<file path="src/rtl/spi_cmd_sequencer.sv">
// spi_cmd_sequencer
// Decodes host command frames arriving byte-by-byte from the SPI slave shifter.
// Per axis (pitch, yaw) it atomically updates PWM duty and H-bridge direction,
// issues encoder count clears, and returns a snapshotted 16-bit count as two
// transmit bytes.
// Optional feature: define CMD_WDOG_EN to enable the command watchdog, which
// stops both motors if no SET/GET/NOP command completes within WDOG_CYCLES
// clocks.
module spi_cmd_sequencer #(
  parameter int PWM_W       = 10,
  parameter int CNT_W       = 16,
  parameter int DUTY_MAX    = 1023,
  parameter int WDOG_CYCLES = 50000000
) (
  input  logic             clk,
  input  logic             reset,
  input  logic             rx_valid,
  input  logic [7:0]       rx_byte,
  input  logic             frame_end,
  output logic [7:0]       tx_byte,
  output logic             tx_load,
  input  logic [CNT_W-1:0] pitch_count,
  input  logic [CNT_W-1:0] yaw_count,
  output logic [PWM_W-1:0] pitch_duty,
  output logic             pitch_dira,
  output logic             pitch_dirb,
  output logic [PWM_W-1:0] yaw_duty,
  output logic             yaw_dira,
  output logic             yaw_dirb,
  output logic [1:0]       cnt_clear,
  output logic             cmd_err
);

  typedef enum logic [2:0] {
    S_IDLE,
    S_SET_DIR,
    S_SET_HI,
    S_SET_LO,
    S_GET_HI,
    S_GET_LO
  } state_t;

  localparam logic [15:0]      DUTY_MAX_16 = 16'(DUTY_MAX);
  localparam logic [PWM_W-1:0] DUTY_MAX_W  = PWM_W'(DUTY_MAX);

  // Parameter sanity guards; these blocks are empty and only exist so an
  // illegal override shows up as an oddly named scope in the hierarchy.
  if (CNT_W < 9 || CNT_W > 16) begin : g_cnt_w_out_of_range
  end
  if (WDOG_CYCLES < 1) begin : g_wdog_cycles_out_of_range
  end

  state_t r_state, w_state_next;

  // Command context and argument shadows
  logic             r_axis, w_axis_next;        // 0 = pitch, 1 = yaw
  logic [1:0]       r_dir_sh, w_dir_sh_next;
  logic [7:0]       r_hi_sh, w_hi_sh_next;
  logic [CNT_W-1:0] r_snap, w_snap_next;

  // Registered outputs
  logic [7:0]       r_tx_byte, w_tx_byte_next;
  logic             r_tx_load, w_tx_load_next;
  logic [PWM_W-1:0] r_pitch_duty, w_pitch_duty_next;
  logic             r_pitch_dira, w_pitch_dira_next;
  logic             r_pitch_dirb, w_pitch_dirb_next;
  logic [PWM_W-1:0] r_yaw_duty, w_yaw_duty_next;
  logic             r_yaw_dira, w_yaw_dira_next;
  logic             r_yaw_dirb, w_yaw_dirb_next;
  logic [1:0]       r_cnt_clear, w_cnt_clear_next;
  logic             r_cmd_err, w_cmd_err_next;

  // Datapath helpers
  logic [15:0]      w_duty_raw;
  logic [PWM_W-1:0] w_duty_clamped;
  logic [CNT_W-1:0] w_count_sel;
  logic [7:0]       w_count_hi;
  logic             w_rx_take;

  // A byte is only acted upon when no frame_end accompanies it
  assign w_rx_take      = rx_valid && !frame_end;
  assign w_duty_raw     = {r_hi_sh, rx_byte};
  assign w_duty_clamped = (w_duty_raw > DUTY_MAX_16) ? DUTY_MAX_W : w_duty_raw[PWM_W-1:0];
  // Command bit 5 selects the axis (0x1x pitch, 0x2x yaw)
  assign w_count_sel    = rx_byte[5] ? yaw_count : pitch_count;
  assign w_count_hi     = 8'(w_count_sel >> 8);

`ifdef CMD_WDOG_EN
  localparam int              WDOG_W   = $clog2(WDOG_CYCLES + 1);
  localparam logic [WDOG_W-1:0] WDOG_LIM = WDOG_W'(WDOG_CYCLES);

  logic [WDOG_W-1:0] r_wdog_cnt;
  logic              r_wdog_fired;
  logic              w_cmd_done;
  logic              w_wdog_trip;

  // A SET, GET or NOP command finishes on these bytes
  assign w_cmd_done = w_rx_take &&
                      ((r_state == S_IDLE && rx_byte == 8'h00) ||
                       r_state == S_SET_LO || r_state == S_GET_LO);
  assign w_wdog_trip = (r_wdog_cnt == WDOG_LIM) && !r_wdog_fired && !w_cmd_done &&
                       ((r_pitch_duty != '0) || (r_yaw_duty != '0));

  // Watchdog counter: reload on completed command, saturate at the limit
  always_ff @(posedge clk or posedge reset) begin
    if (reset) begin
      r_wdog_cnt   <= '0;
      r_wdog_fired <= 1'b0;
    end else if (w_cmd_done) begin
      r_wdog_cnt   <= '0;
      r_wdog_fired <= 1'b0;
    end else begin
      if (r_wdog_cnt != WDOG_LIM) r_wdog_cnt <= r_wdog_cnt + 1'b1;
      if (w_wdog_trip) r_wdog_fired <= 1'b1;
    end
  end
`else
`endif

  // FSM state register
  always_ff @(posedge clk or posedge reset) begin
    if (reset) r_state <= S_IDLE;
    else       r_state <= w_state_next;
  end

  // Next-state and next-output decode for every received byte / frame end
  always_comb begin
    w_state_next      = r_state;
    w_axis_next       = r_axis;
    w_dir_sh_next     = r_dir_sh;
    w_hi_sh_next      = r_hi_sh;
    w_snap_next       = r_snap;
    w_tx_byte_next    = r_tx_byte;
    w_tx_load_next    = 1'b0;
    w_pitch_duty_next = r_pitch_duty;
    w_pitch_dira_next = r_pitch_dira;
    w_pitch_dirb_next = r_pitch_dirb;
    w_yaw_duty_next   = r_yaw_duty;
    w_yaw_dira_next   = r_yaw_dira;
    w_yaw_dirb_next   = r_yaw_dirb;
    w_cnt_clear_next  = 2'b00;
    w_cmd_err_next    = 1'b0;

    if (frame_end) begin
      // Chip-select released mid-command: drop the partial command
      if (r_state != S_IDLE) begin
        w_state_next  = S_IDLE;
        w_dir_sh_next = '0;
        w_hi_sh_next  = '0;
        w_snap_next   = '0;
        if (r_state == S_SET_DIR || r_state == S_SET_HI || r_state == S_SET_LO)
          w_cmd_err_next = 1'b1;
      end
    end else if (rx_valid) begin
      case (r_state)
        S_IDLE: begin
          case (rx_byte)
            8'hFF: begin
              w_pitch_duty_next = '0;
              w_pitch_dira_next = 1'b0;
              w_pitch_dirb_next = 1'b0;
              w_yaw_duty_next   = '0;
              w_yaw_dira_next   = 1'b0;
              w_yaw_dirb_next   = 1'b0;
              w_cnt_clear_next  = 2'b11;
              w_dir_sh_next     = '0;
              w_hi_sh_next      = '0;
              w_snap_next       = '0;
            end
            8'h11, 8'h21: begin
              w_axis_next  = rx_byte[5];
              w_state_next = S_SET_DIR;
            end
            8'h12, 8'h22: begin
              // Snapshot now so both response bytes are coherent
              w_axis_next    = rx_byte[5];
              w_snap_next    = w_count_sel;
              w_tx_byte_next = w_count_hi;
              w_tx_load_next = 1'b1;
              w_state_next   = S_GET_HI;
            end
            8'h13:   w_cnt_clear_next = 2'b01;
            8'h23:   w_cnt_clear_next = 2'b10;
            8'h00:   ;
            default: w_cmd_err_next = 1'b1;
          endcase
        end
        S_SET_DIR: begin
          w_dir_sh_next = rx_byte[1:0];
          w_state_next  = S_SET_HI;
        end
        S_SET_HI: begin
          w_hi_sh_next = rx_byte;
          w_state_next = S_SET_LO;
        end
        S_SET_LO: begin
          // Commit duty and direction together
          if (r_axis) begin
            w_yaw_duty_next   = w_duty_clamped;
            w_yaw_dira_next   = (r_dir_sh == 2'b01);
            w_yaw_dirb_next   = (r_dir_sh == 2'b10);
          end else begin
            w_pitch_duty_next = w_duty_clamped;
            w_pitch_dira_next = (r_dir_sh == 2'b01);
            w_pitch_dirb_next = (r_dir_sh == 2'b10);
          end
          w_dir_sh_next = '0;
          w_hi_sh_next  = '0;
          w_state_next  = S_IDLE;
        end
        S_GET_HI: begin
          w_tx_byte_next = r_snap[7:0];
          w_tx_load_next = 1'b1;
          w_state_next   = S_GET_LO;
        end
        S_GET_LO: begin
          w_tx_byte_next = 8'h00;
          w_tx_load_next = 1'b1;
          w_state_next   = S_IDLE;
        end
        default: w_state_next = S_IDLE;
      endcase
    end

`ifdef CMD_WDOG_EN
    if (w_wdog_trip) begin
      w_pitch_duty_next = '0;
      w_pitch_dira_next = 1'b0;
      w_pitch_dirb_next = 1'b0;
      w_yaw_duty_next   = '0;
      w_yaw_dira_next   = 1'b0;
      w_yaw_dirb_next   = 1'b0;
      w_cmd_err_next    = 1'b1;
    end
`endif
  end

  // Datapath and output registers
  always_ff @(posedge clk or posedge reset) begin
    if (reset) begin
      r_axis       <= 1'b0;
      r_dir_sh     <= '0;
      r_hi_sh      <= '0;
      r_snap       <= '0;
      r_tx_byte    <= '0;
      r_tx_load    <= 1'b0;
      r_pitch_duty <= '0;
      r_pitch_dira <= 1'b0;
      r_pitch_dirb <= 1'b0;
      r_yaw_duty   <= '0;
      r_yaw_dira   <= 1'b0;
      r_yaw_dirb   <= 1'b0;
      r_cnt_clear  <= 2'b00;
      r_cmd_err    <= 1'b0;
    end else begin
      r_axis       <= w_axis_next;
      r_dir_sh     <= w_dir_sh_next;
      r_hi_sh      <= w_hi_sh_next;
      r_snap       <= w_snap_next;
      r_tx_byte    <= w_tx_byte_next;
      r_tx_load    <= w_tx_load_next;
      r_pitch_duty <= w_pitch_duty_next;
      r_pitch_dira <= w_pitch_dira_next;
      r_pitch_dirb <= w_pitch_dirb_next;
      r_yaw_duty   <= w_yaw_duty_next;
      r_yaw_dira   <= w_yaw_dira_next;
      r_yaw_dirb   <= w_yaw_dirb_next;
      r_cnt_clear  <= w_cnt_clear_next;
      r_cmd_err    <= w_cmd_err_next;
    end
  end

  assign tx_byte    = r_tx_byte;
  assign tx_load    = r_tx_load;
  assign pitch_duty = r_pitch_duty;
  assign pitch_dira = r_pitch_dira;
  assign pitch_dirb = r_pitch_dirb;
  assign yaw_duty   = r_yaw_duty;
  assign yaw_dira   = r_yaw_dira;
  assign yaw_dirb   = r_yaw_dirb;
  assign cnt_clear  = r_cnt_clear;
  assign cmd_err    = r_cmd_err;

endmodule

</file>
<file path="config.mk">
export PLATFORM = sky130hd
export DESIGN_NAME = spi_cmd_sequencer
export DESIGN_NICKNAME = d
export VERILOG_FILES = /design/src/rtl/spi_cmd_sequencer.sv
export SDC_FILE = /design/constraint.sdc
export NUM_CORES = 1
export LEC_CHECK = 0
export CORE_ASPECT_RATIO = 1.5
export CORE_MARGIN = 4
export CORE_UTILIZATION = 52
export CTS_CLUSTER_SIZE = 16
export DETAILED_ROUTE_END_ITERATION = 7
export PLACE_DENSITY = 0.85
export SKIP_CTS_REPAIR_TIMING = 1
export SLEW_MARGIN = 25
export SYNTH_ARGS = -nofsm -noshare
export SYNTH_HDL_FRONTEND = slang
export SYNTH_SLANG_ARGS = --single-unit
</file>
<file path="constraint.sdc">
create_clock -name clk -period 4.9 [get_ports clk]
set_input_delay 0.49 -clock clk [delete_from_list [all_inputs] [get_ports clk]]
set_output_delay 0.49 -clock clk [all_outputs]
set_load 0.03 [all_outputs]
</file>
==> impl_summary.txt <==
----------------------------------------------------
[GRT]
  Initial antenna violation count ... 0
  Global router's overall resource usage ... approximately a fifth
  First-pass GRT wire length ... around 11000 microns
  GRT overflow ... 0
  Pin count of the biggest net entering global routing ... 59
  Via count of the first global-routing pass ... roughly 2300

[Timing]
  Setup Total Neg Slack ... 0 ns
  Least-Margin Pin Slew ... slightly below 1 ns
  Final setup vio count ... 0
  Setup WS post-layout ... 1.85 ns
  Headroom to the max-slew limit ... about 35%
  Worst clock skew ... a little under 0.009 ns
  Post-route fraction of the period consumed by the critical path ... between 60 and 70%
  Final hold violation count ... 0
  Max Slew Vio Count ... 0
  Min cycle time layout ... about 3.1 ns
  Fmax ... roughly 330 MHz
  Setup repair after global routing missed its margin ... false

[Yosys]
  Mapped cell area ... 2930 sq um
  Cell types with the largest area share after synthesis ... dfrtp_1 50%, mux2_2 9.6%, mux2i_1 5.5%
  Top cell types by occurrence after synthesis ... 58 x dfrtp_1, 25 x mux2_2, 24 x a21oi_1, 16 x mux2i_1
  Cell type contributing the most total cell area after synthesis ... dfrtp_1
  Proportion of synthesized chip area in sequential cells ... 49.6%
  Proportion of netlist area held by the largest area contributor ... 49.6%
  Number of instances in the synthesized netlist ... roughly 240
  Syn Area/Cell ... about 12 sq um
  Yosys warning total ... 0
  Cell with the most instances after synthesis ... dfrtp_1
  Async set-or-reset flop fraction in the synthesized netlist ... 100%
  EDFF count, synth ... 0
  Unique masters post-synth ... 43
  Post-synthesis net count ... 288
  Flip-flop and latch count after synthesis ... 58
  Dominant synthesized flop cell ... dfrtp_1

[Place]
  # port buffers ... 79
  Placer's final routability congestion estimate ... a little under 0.9
  Sum of net half-perimeters after detailed placement ... 4960 microns
  Placed insts ... 380
  Place WS ... between 1.5 and 2 ns

[Outcome]
  Outcome ... complete, no violations

[Routing]
  DR iter-0 viols ... about 130
  Vias per cell ... between 5 and 6
  DRT Wirelength ... slightly below 7000 microns
  Routed length per placed instance ... between 15 and 20 microns
  Remaining design rule violation count ... 0
  Vias ... 2240
  Final antenna-violating net count ... 0
  1st-pass router iterations ... 4

[Setup path]
  Kind of capture point of the worst setup path ... register
  Startpoint types ... register
  Crit path from ... r_state[0]
  Highest net fanout along the worst path ... 15
  Endpoint required time on the critical path ... approximately 5 ns
  Type of the setup path with the least slack ... reg -> reg
  Register-to-register setup slack ... around 1.8 ns
  Arr. time, crit path ... approximately 3.3 ns
  Worst R2R Start ... r_state[0]

[Min path]
  Kind of path behind the tightest hold check ... reg -> reg
  Worst Hold Launch ... r_snap[4]

[Die]
  Die X ... around 70 microns
  Top-Level Pins ... 80
  Initial standard-cell utilization of the core ... a little over half
  Num rows ... 33
  Die area ... roughly 6900 sq um
  Die height ... between 90 and 100 microns
  Core area ... 5450 sq um

[Power]
  Leak Pwr ... between 0.0015 and 0.002 uW
  Pwr Total ... 1200 uW
  Maximum resistive drop on vdd ... between 0.15 and 0.2 mV
  Power per cell area ... approximately 300 nW/um^2
  Total internal power ... ~900 uW
  Combinational power share ... between 10% and 20%
  Power share of the sequential group ... between 40% and 50%
  Switching Power ... about 280 uW
  Switching power share of the total ... between 20% and 30%
  Power share of the clock group ... between 40 and 50%

[Clock network]
  Worst skew pair latency ... between 0.3 and 0.4 ns
  CTS H-tree depth ... 3
  Buffer levels on the longest clock path ... 2
  Root Buffer Master ... clkbuf_8
  Clock buffers created by TritonCTS ... 9
  CTS tree ... done
  Total number of clock tree sinks ... between 50 and 60
  CTS clk-pin slew, worst paths ... ~0.07 ns

[Finish]
  End-of-flow core utilization ... 73.2%
  Layout cell share with drive strength beyond 1 ... 18.0%
  Number of nets in the layout ... around 370
  Filler-free cell count of the finished design ... about 400
  Relative area change from synthesis to final layout ... 36.4%
  Diode count ... 0

[Run]
  Max-Cap Viols ... 0

----------------------------------------------------
[cell type report]
type | instances | area [sq um]
clock buffer | 12 | 145
multi-input combinational | 166 | 1380
clock inverter | 4 | 98.8
timing repair buffer | 82 | 813
inverter | 5 | 18.8
tap | 70 | 87.6
fill | 410 | 1460
sequential | 58 | 1450
[cell families (layout without fill, tap and decap cells)]
group                     Yosys count  after routing  synth area share, %
DFF                                58             58                 49.6
AOI/OAI and AO/OA                  64             64                 15.6
muxes                              51             51                 20.2
xor gates and xnor gates            4              4                 1.20
and+or+nand+nor                    47             47                 9.97
buffers and inverters              20            103                 3.38
[stage by stage]
step / hold slack (ns) / cell area [sq um]
after floorplan: 0.456 / 2930
after global placement: 0.471 / 3740
after detailed placement: 0.475 / 3740
after CTS: 0.495 / 3980
after global routing: 0.512 / 3990
final: 0.497 / 3990
[critical path, cell delays in order, from the launching register on]
cell and delay, ns:
dfrtp_1 0.60, clkinv_1 0.36, nor2_1 0.78, a221o_1 0.79, mux2_2 0.41
[placed cells by master, fill, tap and decap left out, drive strengths merged, types with 2 or more instances in the layout]
master	count
o21ai	3
mux2	35
o2bb2ai	8
inv	4
nor2	10
a22o	8
nor3	5
clkbuf	13
clkdlybuf4s50	79
o21a	10
a211oi	2
and3b	3
mux2i	16
a21oi	25
and3	4
dfrtp	58
nand2	3
nor4	2
nand2b	6
xor2	4
clkinv	2
nand3b	3
or3b	2
nand4	3
buf	2
bufinv	3
[final timing paths]
check / endpoint / depth (start not counted)
setup / recovery: yaw_duty[3] / 4
hold / removal: r_snap[4] / 1
setup reg to reg: yaw_duty[3] / 4
hold reg to reg: r_snap[4] / 1
max in group asynchronous: r_hi_sh[3] / 3
min in group asynchronous: yaw_duty[5] / 3
[power by group through the flow]
stage | clock [uW] | sequential, uW | combinational, uW
after floorplan | 0 | 532 | 60.9
after global placement | 0 | 511 | 154
after detailed placement | 0 | 511 | 157
after CTS | 541 | 503 | 158
after global routing | 565 | 505 | 169
final | 539 | 503 | 157
[registers in the layout (all words and copies together) (netlist names)]
register    flops
r_axis          1
yaw_dirb        1
tx_load         1
r_dir_sh        2
yaw_dira        1
pitch_dirb      1
cnt_clear       2
r_state         3
yaw_duty       10
pitch_dira      1
r_hi_sh         8
cmd_err         1
tx_byte         8
r_snap          8
pitch_duty     10
[metal layers]
metal / vias up / track usage [%] / wire length (microns)
met5: - / 0 / 0
met4: 0 / 9.47 / 149
met3: 13 / 4.01 / 322
met2: 77 / 36.5 / 3660
met1: 1089 / 23.7 / 2710
li1: 1061 / - / -
Note: power is estimated with default switching activity, not from simulation.
